`src/rtl/sevenseg_pkg.sv`:
```
// ============================================================================
// sevenseg_pkg: shared scan-controller state encoding and segment constants.
// Revision: 1.0
// ============================================================================
`default_nettype none

package sevenseg_pkg;

  typedef enum logic [1:0] {
    S_IDLE  = 2'd0,
    S_BLANK = 2'd1,
    S_SHOW  = 2'd2
  } state_e;

  localparam logic [6:0] SEG_OFF = 7'h00;
  localparam logic [3:0] BCD_MAX = 4'd9;

  function automatic logic bcd_invalid(input logic [3:0] bcd);
    return (bcd > BCD_MAX);
  endfunction

endpackage

`default_nettype wire

```
`src/rtl/sevenseg_scan_ctrl_sevenseg.sv`:
```
// ============================================================================
// Sevenseg: BCD to active-high segment decoder, output order {g,f,e,d,c,b,a}.
// Revision: 1.0
// ============================================================================
`default_nettype none

module Sevenseg
  import sevenseg_pkg::*;
(
  input  logic [3:0] bcd_i,
  output logic [6:0] seg_o
);

  always_comb begin
    seg_o = SEG_OFF;
    case (bcd_i)
      4'd0:    seg_o = 7'h3F;
      4'd1:    seg_o = 7'h06;
      4'd2:    seg_o = 7'h5B;
      4'd3:    seg_o = 7'h4F;
      4'd4:    seg_o = 7'h66;
      4'd5:    seg_o = 7'h6D;
      4'd6:    seg_o = 7'h7D;
      4'd7:    seg_o = 7'h07;
      4'd8:    seg_o = 7'h7F;
      4'd9:    seg_o = 7'h6F;
      default: seg_o = SEG_OFF;
    endcase
  end

endmodule

`default_nettype wire

```
`src/rtl/sevenseg_scan_ctrl.sv`:
```
// ============================================================================
// sevenseg_scan_ctrl: double-buffered, guard-blanked multiplexed display scan.
// Revision: 1.0
// ============================================================================
`default_nettype none

module sevenseg_scan_ctrl
  import sevenseg_pkg::*;
#(
  parameter int NUM_DIGITS   = 4,
  parameter int REFRESH_DIV  = 1000,
  parameter int BLANK_CYCLES = 2
) (
  input  logic                    clk_i,
  input  logic                    rst_n_i,
  input  logic                    load_i,
  input  logic [4*NUM_DIGITS-1:0] digits_in_i,
  input  logic                    lz_en_i,
  output logic [6:0]              seg_o,
  output logic [NUM_DIGITS-1:0]   an_n_o,
  output logic                    upd_o,
  output logic                    frame_done_o
);

  localparam int c_CNT_W = $clog2(REFRESH_DIV);
  localparam int c_IDX_W = $clog2(NUM_DIGITS);
  localparam int c_DAT_W = 4 * NUM_DIGITS;

  localparam logic [c_CNT_W-1:0]    c_CNT_ONE   = c_CNT_W'(1);
  localparam logic [c_CNT_W-1:0]    c_BLANK_END = c_CNT_W'(BLANK_CYCLES - 1);
  localparam logic [c_CNT_W-1:0]    c_SLOT_END  = c_CNT_W'(REFRESH_DIV - 1);
  localparam logic [c_IDX_W-1:0]    c_IDX_ONE   = c_IDX_W'(1);
  localparam logic [c_IDX_W-1:0]    c_IDX_LAST  = c_IDX_W'(NUM_DIGITS - 1);
  localparam logic [NUM_DIGITS-1:0] c_AN_ONE    = NUM_DIGITS'(1);

  state_e               state_q, state_d;
  logic [c_CNT_W-1:0]   cnt_q, cnt_d;
  logic [c_IDX_W-1:0]   idx_q, idx_d;
  logic                 pend_q, pend_d;
  logic [c_DAT_W-1:0]   pbuf_q, pbuf_d;
  logic [c_DAT_W-1:0]   act_q, act_d;
  logic [6:0]           seg_q;
  logic [NUM_DIGITS-1:0] an_n_q;
  logic                 upd_q;
  logic                 frame_done_q;

  logic                 w_boundary;
  logic                 w_frame_end;
  logic                 w_xfer;
  logic [3:0]           w_bcd;
  logic [6:0]           w_dec_seg;
  logic [NUM_DIGITS-1:0] w_lz;
  logic                 w_show;

  always_comb begin
    state_d     = state_q;
    cnt_d       = cnt_q;
    idx_d       = idx_q;
    pend_d      = pend_q;
    pbuf_d      = pbuf_q;
    act_d       = act_q;
    w_boundary  = 1'b0;
    w_frame_end = 1'b0;
    w_xfer      = 1'b0;
    case (state_q)
      S_IDLE: begin
        if (pend_q) begin
          state_d    = S_BLANK;
          cnt_d      = '0;
          idx_d      = '0;
          w_boundary = 1'b1;
        end
      end
      S_BLANK: begin
        if (cnt_q == c_BLANK_END) begin
          state_d = S_SHOW;
        end
        cnt_d = cnt_q + c_CNT_ONE;
      end
      S_SHOW: begin
        if (cnt_q == c_SLOT_END) begin
          state_d = S_BLANK;
          cnt_d   = '0;
          if (idx_q == c_IDX_LAST) begin
            idx_d       = '0;
            w_boundary  = 1'b1;
            w_frame_end = 1'b1;
          end else begin
            idx_d = idx_q + c_IDX_ONE;
          end
        end else begin
          cnt_d = cnt_q + c_CNT_ONE;
        end
      end
      default: state_d = S_IDLE;
    endcase
    // Transfer uses the old pending word, so a coincident load stays pending.
    w_xfer = w_boundary && pend_q;
    if (w_xfer) begin
      act_d  = pbuf_q;
      pend_d = 1'b0;
    end
    if (load_i) begin
      pbuf_d = digits_in_i;
      pend_d = 1'b1;
    end
  end

  assign w_bcd = act_d[{idx_d, 2'b00} +: 4];

  Sevenseg u_dec (
    .bcd_i (w_bcd),
    .seg_o (w_dec_seg)
  );

  // w_lz[i]: digit i and everything above it are zero; digit 0 never qualifies.
  generate
    for (genvar gi = 0; gi < NUM_DIGITS; gi++) begin : g_lz
      if (gi == 0) begin : g_lsd
        assign w_lz[gi] = 1'b0;
      end else begin : g_upper
        assign w_lz[gi] = (act_d[c_DAT_W-1:4*gi] == '0);
      end
    end
  endgenerate

  assign w_show = (state_d == S_SHOW) && !bcd_invalid(w_bcd)
                  && !(lz_en_i && w_lz[idx_d]);

  always_ff @(posedge clk_i) begin
    if (!rst_n_i) begin
      state_q      <= S_IDLE;
      cnt_q        <= '0;
      idx_q        <= '0;
      pend_q       <= 1'b0;
      pbuf_q       <= '0;
      act_q        <= '0;
      seg_q        <= SEG_OFF;
      an_n_q       <= '1;
      upd_q        <= 1'b0;
      frame_done_q <= 1'b0;
    end else begin
      state_q      <= state_d;
      cnt_q        <= cnt_d;
      idx_q        <= idx_d;
      pend_q       <= pend_d;
      pbuf_q       <= pbuf_d;
      act_q        <= act_d;
      seg_q        <= w_show ? w_dec_seg : SEG_OFF;
      an_n_q       <= w_show ? ~(c_AN_ONE << idx_d) : '1;
      upd_q        <= w_xfer;
      frame_done_q <= w_frame_end;
    end
  end

  assign seg_o        = seg_q;
  assign an_n_o       = an_n_q;
  assign upd_o        = upd_q;
  assign frame_done_o = frame_done_q;

endmodule

`default_nettype wire

```
`config.mk`:
```
export PLATFORM = sky130hd
export DESIGN_NAME = sevenseg_scan_ctrl
export DESIGN_NICKNAME = d
export VERILOG_FILES = /design/src/rtl/sevenseg_pkg.sv /design/src/rtl/sevenseg_scan_ctrl_sevenseg.sv /design/src/rtl/sevenseg_scan_ctrl.sv
export SDC_FILE = /design/constraint.sdc
export NUM_CORES = 1
export LEC_CHECK = 0
export CAP_MARGIN = 10
export CELL_PAD_IN_SITES_DETAIL_PLACEMENT = 1
export CELL_PAD_IN_SITES_GLOBAL_PLACEMENT = 2
export CORE_UTILIZATION = 35
export DETAILED_ROUTE_END_ITERATION = 6
export GPL_TIMING_DRIVEN = 0
export HOLD_SLACK_MARGIN = 0.15
export PLACE_DENSITY_LB_ADDON = 0.1
export SYNTH_ARGS = -nofsm -noshare
export SYNTH_HDL_FRONTEND = slang
export SYNTH_SLANG_ARGS = --single-unit
```
`constraint.sdc`:
```
create_clock -name clk_i -period 3.7 [get_ports clk_i]
set_input_delay 0.37 -clock clk_i [delete_from_list [all_inputs] [get_ports clk_i]]
set_output_delay 0.37 -clock clk_i [all_outputs]
set_load 0.02 [all_outputs]
```
* Yosys cells after proc, flatten, opt, wreduce, memory -nomap -nowiden
Memories as Yosys holds them, arrays and structs flattened. A register that Yosys moved wholly into a read port is not among the register bits. Cells that the tools add are included.
Operators by class: add/sub/neg operators 2, $lt $le $gt $ge 2, equality and inequality tests 7, shifts and indexed selects 2, multiplexer cells 20, bitwise gates (word level) 1, reduce and logical (&&, ||, !) cells 16
Operator list (count):
- $pmux W10 S3 | 1
- $mux W10 | 2
- $mux W16 | 1
- $shiftx A16 B5 Y4 | 1
- $logic_not A12 Y1 | 1
- $mux W2 | 6
- $add A10 B1 Y10 const B | 1
- $eq A10 B1 Y1 const B | 1
- $eq A10 B10 Y1 const B | 1
- $logic_not A8 Y1 | 1
- $eq A2 B2 Y1 const B | 3
- $mux W1 | 6
- $pmux W2 S3 | 1
- $reduce_and A2 Y1 | 3
- $gt A4 B4 Y1 const B | 1
- $logic_and A1 B1 Y1 | 4
- $logic_not A4 Y1 | 1
- $not A4 Y4 | 1
- $pmux W2 S2 | 1
- $shl A1 B2 Y4 const A | 1
- $logic_not A1 Y1 | 3
- $lt A2 B3 Y1 const B | 1
- $reduce_bool A3 Y1 | 1
- $add A2 B1 Y2 const B | 1
- other kinds (6) | 6
Word-level totals: register bits after elaboration 53, memory bits (read-only) 112, bits of input ports 20, output and inout bits 13, logic and storage cells 60, memories kept 1
Memory list:
- (no name shown) | depth 16, bits a word 7, rd ports 1, clocked after Yosys merged registers in 1, write ports 0, RTL line sevenseg_scan_ctrl_sevenseg.sv:16 | case (bcd_i)

* Logic depth before layout (Yosys ltp)
depth in word-level cells 14, mapped depth 16, depth with buffers taken out 14

* By module
Synthesis repeated with hierarchy kept, for this count alone.
Unflattened totals: cell total of the unflattened synthesis 328, area total of the unflattened synthesis 3046.7 µm²
By module, submodules not included:
- sevenseg_scan_ctrl | times used 1, cells each 302, area each 2845.2 µm², seq. area each 1201.2 µm²
- Sevenseg | times used 1, cells each 26, area each 201.4 µm², seq. area each 0.0 µm²

* Least setup slack after synthesis
Ideal clock, no wire load.
kind register to register, start point reg cnt_q[0], end point reg seg_q[6], in the netlist seg_o[6], setup time 79 ps, data arrival time 3280 ps, required time 3621 ps, setup slack 341 ps, stages on the path, launching flop included 17, buffers on the path 3, clock period less this slack 3359 ps, path through dfxtp_1 > ha_1 > and4_1 > and4_1 > buf_4 > nor3b_4 > or2_1 > buf_6 > buf_6 > mux2_2 > nor2_1 > a311o_1 > o21ai_0 > ha_1 > o211ai_1 > a211o_1 > a211oi_2
Between the ends: word-level cells in the longest chain between the ends 13, elaborated cells between the ends (all ways) 26, those cells by class 1 x order compare; 3 x eq/ne; 1 x shift; 10 x mux; 11 x reduce/logical
RTL lines:
- from (decl) | RTL line sevenseg_scan_ctrl.sv:37 | logic [c_CNT_W-1:0] cnt_q, cnt_d;
- from (signal assigned) | RTL line sevenseg_scan_ctrl.sv:144 | cnt_q <= cnt_d;
- parallel branches: the longest is 13 deep, another holds $gt A4 B4 Y1
- to (decl) | RTL line sevenseg_scan_ctrl.sv:42 | logic [6:0] seg_q;
Several ways; the timed one is not identified. The select of a mux whose other input is x is not followed. A chain may end at the register's enable or synchronous reset.

* Worst setup path in the final report
start point reg cnt_q[0], end point reg an_n_q[3], in the netlist an_n_o[3]
Between the ends: word-level cells in the longest chain between the ends 12, elaborated cells between the ends (all ways) 27, those cells by class 1 x order compare; 3 x eq/ne; 2 x shift; 10 x mux; 1 x bitwise; 10 x reduce/logical
RTL lines:
- parallel branches: the longest is 12 deep, another holds $gt A4 B4 Y1
- to (signal assigned) | RTL line sevenseg_scan_ctrl.sv:150 | an_n_q <= w_show ? ~(c_AN_ONE << idx_d) : '1;
- to (decl) | RTL line sevenseg_scan_ctrl.sv:43 | logic [NUM_DIGITS-1:0] an_n_q;
Several ways; the timed one is not identified. The select of a mux whose other input is x is not followed.

==> results.py <==
metrics = {
    "outcome": {
        "run_status": "complete, no violations",
    },
    "die": {
        "dieHeight_um": 94.1,
        "start_util": 0.362,
        "row_count": 33,
        "core_um2": 8220,
        "dieArea_um2": 8860,
        "fp.dieW_um": 94.1,
        "ios": 33,
    },
    "clock_network": {
        "cts_tree": "yes",
        "cts-htree-levels": 3,
        "clk_pin_slew_ns": 0.07,
        "clock_sinks": 60,
        "clock_latency_ns": 0.34,
        "cts_root_buf": "clkbuf_8",
        "cts_buffer_depth": 2,
        "hold_buffers": 0,
        "cts_buffers": 9,
    },
    "routing": {
        "drc": 0,
        "first_pass_iters": 6,
        "wl_per_cell_um": 16.1,
        "vias": 2351,
        "first_iter_violations": 47,
        "viasPerCell": 5.09,
        "wl_um": 7430,
        "ant_nets": 0,
    },
    "synth": {
        "ys_ff_latch": 60,
        "syn_nets": 341,
        "ys.flop_type": "dfxtp_1",
        "netlist_area_um2": 2970,
        "synth_top_area_cell": "dfxtp_1",
        "ys_types": 46,
        "async_flop_share": 0,
        "synth_area_leaders": "dfxtp_1 40%, mux2i_1 12%, ha_1 6.3%",
        "synth_cells": 306,
        "synth_top_area_share": 0.404,
        "synth_edf_count": 0,
        "yosys_warnings": 0,
        "seq_area_frac_synth": 0.404,
        "avgSynthCellArea_um2": 9.71,
    },
    "grt": {
        "grt_usage": 0.186,
        "grt_max_degree": 11,
        "antenna_found_initial": 0,
        "overflow": 0,
        "grt_pass1_vias": 2414,
        "grt_pass1_wl_um": 12400,
    },
    "worst_setup_path": {
        "worstSetupStartpointType": "flop",
        "cp_slowest_stage_delay_ns": 0.41,
        "cp-end-kind": "flop",
        "criticalPathCategory": "reg -> reg",
        "arrival_ns": 3.73,
        "crit_fanout": 7,
        "crit_chain": "ha_4 > and4_4 > and4_1 > buf_4 > nor3b_4 > or2_1 > buf_6 > buf_8 > mux2_2 > o21ai_1 > o21a_1 > ha_2 > o211ai_1 > a211oi_2 > nand3_1",
        "crit_required_ns": 3.91,
        "slowest_stage": "a211oi_2",
    },
    "power_and_ir_drop": {
        "p_leak_nw": 1.49,
        "power.density_nw_per_um2": 383,
        "seqPwrFrac": 0.491,
        "p_sw_mw": 0.390,
        "p_int_mw": 1.02,
        "p_total_mw": 1.41,
        "p_comb_frac": 0.135,
        "vdd_ir_drop_max_mv": 0.164,
        "p_sw_frac": 0.277,
        "clkPwrFrac": 0.374,
    },
    "placed_design": {
        "placed_area_um2": 3410,
        "pre_cts_slack_ns": -0.259,
        "gp_congestion": 0.772,
        "io_buffer_count": 31,
        "dp.cells": 442,
        "hpwl_um": 5370,
    },
    "cells_and_area": {
        "n_antenna_cell": 0,
        "areaGrowthSynthToFinish_pct": 23.7,
        "fin_cells": 462,
        "utilization": 0.447,
        "final_area_um2": 3670,
        "layout-drive-gt1-share": 0.148,
        "final_cell_mix": "57 x dfxtp_1, 34 x mux2i_1, 31 x clkdlybuf4s50_1, 30 x nor2b_1, 17 x nor2_1",
        "nets": 388,
        "layout_commonest_cell": "dfxtp_1",
    },
    "sta": {
        "drv_slew": 0,
        "tightest_slew_ns": 0.800,
        "min_period_over_period": 0.950,
        "hold_viol": 0,
        "slew-limit-headroom": 0.466,
        "hold_ws_ns": 0.528,
        "finalSetupTns_ns": 0,
        "fin_skew_ns": 0.00830,
        "finalSetupViolations": 0,
        "max_clock_freq_mhz": 284,
        "setup_ws_ns": 0.184,
        "fin_crit_ns": 3.52,
    },
    "min_path": {
        "hold_path.class": "reg -> reg",
    },
    "run": {
        "drv_cap": 0,
    },
}
==> routing by layer <==
layer | up-vias | GRT usage | routed length (um)
met1 | 1134 | 0.252 | 3680
met4 | 0 | 0.0872 | 159
met3 | 13 | 0.0324 | 202
li1 | 1168 | - | -
met5 | - | 0 | 0
met2 | 36 | 0.285 | 3390
==> kinds of logic after synthesis <==
group	count (synthesis)	synth area share
simple gates	107	0.203
buf+inv	24	0.0396
fa+ha+maj	15	0.0632
mux	41	0.143
compound gates	50	0.120
xor+xnor	9	0.0265
flops	60	0.404
==> area by class of cell <==
cell class / count / area (um^2)
fill: 957 / 4540
clock buffer: 11 / 141
timing repair buffer: 36 / 348
clock inverter: 4 / 26.3
multi-input combinational: 222 / 1690
sequential: 60 / 1210
inverter: 10 / 37.5
tap: 105 / 131
buffer: 14 / 86.3
==> Yosys cell counts (2+ instances only) <==
cell type,instances
a211oi_2,3
a21boi_0,3
a21o_1,2
a21oi_1,10
and2_1,6
and3_1,5
and4_1,4
buf_4,3
buf_6,2
clkbuf_1,8
dfxtp_1,60
ha_1,15
inv_1,9
mux2_2,4
mux2_4,2
mux2i_1,35
nand2_1,13
nand3_1,13
nand4_1,4
nor2_1,18
nor2b_1,30
nor3_1,2
nor4_1,7
o211ai_1,5
o211ai_2,2
o21a_1,3
o21ai_0,12
xnor2_1,2
xor2_1,7
==> power by group through the flow <==
| stage | combinational, mW | sequential, mW | clock, mW |
|---|---|---|---|
| final | 0.190 | 0.690 | 0.526 |
| after global routing | 0.214 | 0.693 | 0.568 |
| after CTS | 0.189 | 0.688 | 0.544 |
| after detailed placement | 0.184 | 0.703 | 0 |
| after global placement | 0.181 | 0.703 | 0 |
| after floorplan | 0.124 | 0.698 | 0 |
==> registers in the layout, indices dropped and copies added, names as in the netlist <==
name          flops
act_q            16
an_n_o            4
cnt_q            10
frame_done_o      1
idx_q             2
pbuf_q           16
pend_q            1
seg_o             7
state_q           2
upd_o             1
==> critical path, delay by kind of cell (launching register included) <==
family          cells  cell delay [ns]
buf+inv             3             0.40
fa+ha+maj           2             0.35
compound gates      4             0.98
mux                 1             0.33
flops               1             0.38
simple gates        5             0.95
==> what timing repair did <==
action,CTS,global route
endpoints found under the setup margin,11,11
buffers inserted,1,4
pin swaps,2,6
gates resized for setup,7,15
==> path summary, 6_finish.rpt <==
| check | start | to | slack [ns] | depth (start not counted) |
|---|---|---|---|---|
| worst max-delay path | cnt_q[0] | an_n_o[3] | 0.18 | 15 |
| worst min-delay path | act_q[6] | act_q[6] | 0.53 | 2 |
| worst max register to register | cnt_q[0] | an_n_o[3] | 0.18 | 15 |
| worst min register to register | act_q[6] | act_q[6] | 0.53 | 2 |
No activity file was read; power rests on OpenSTA's default activity.
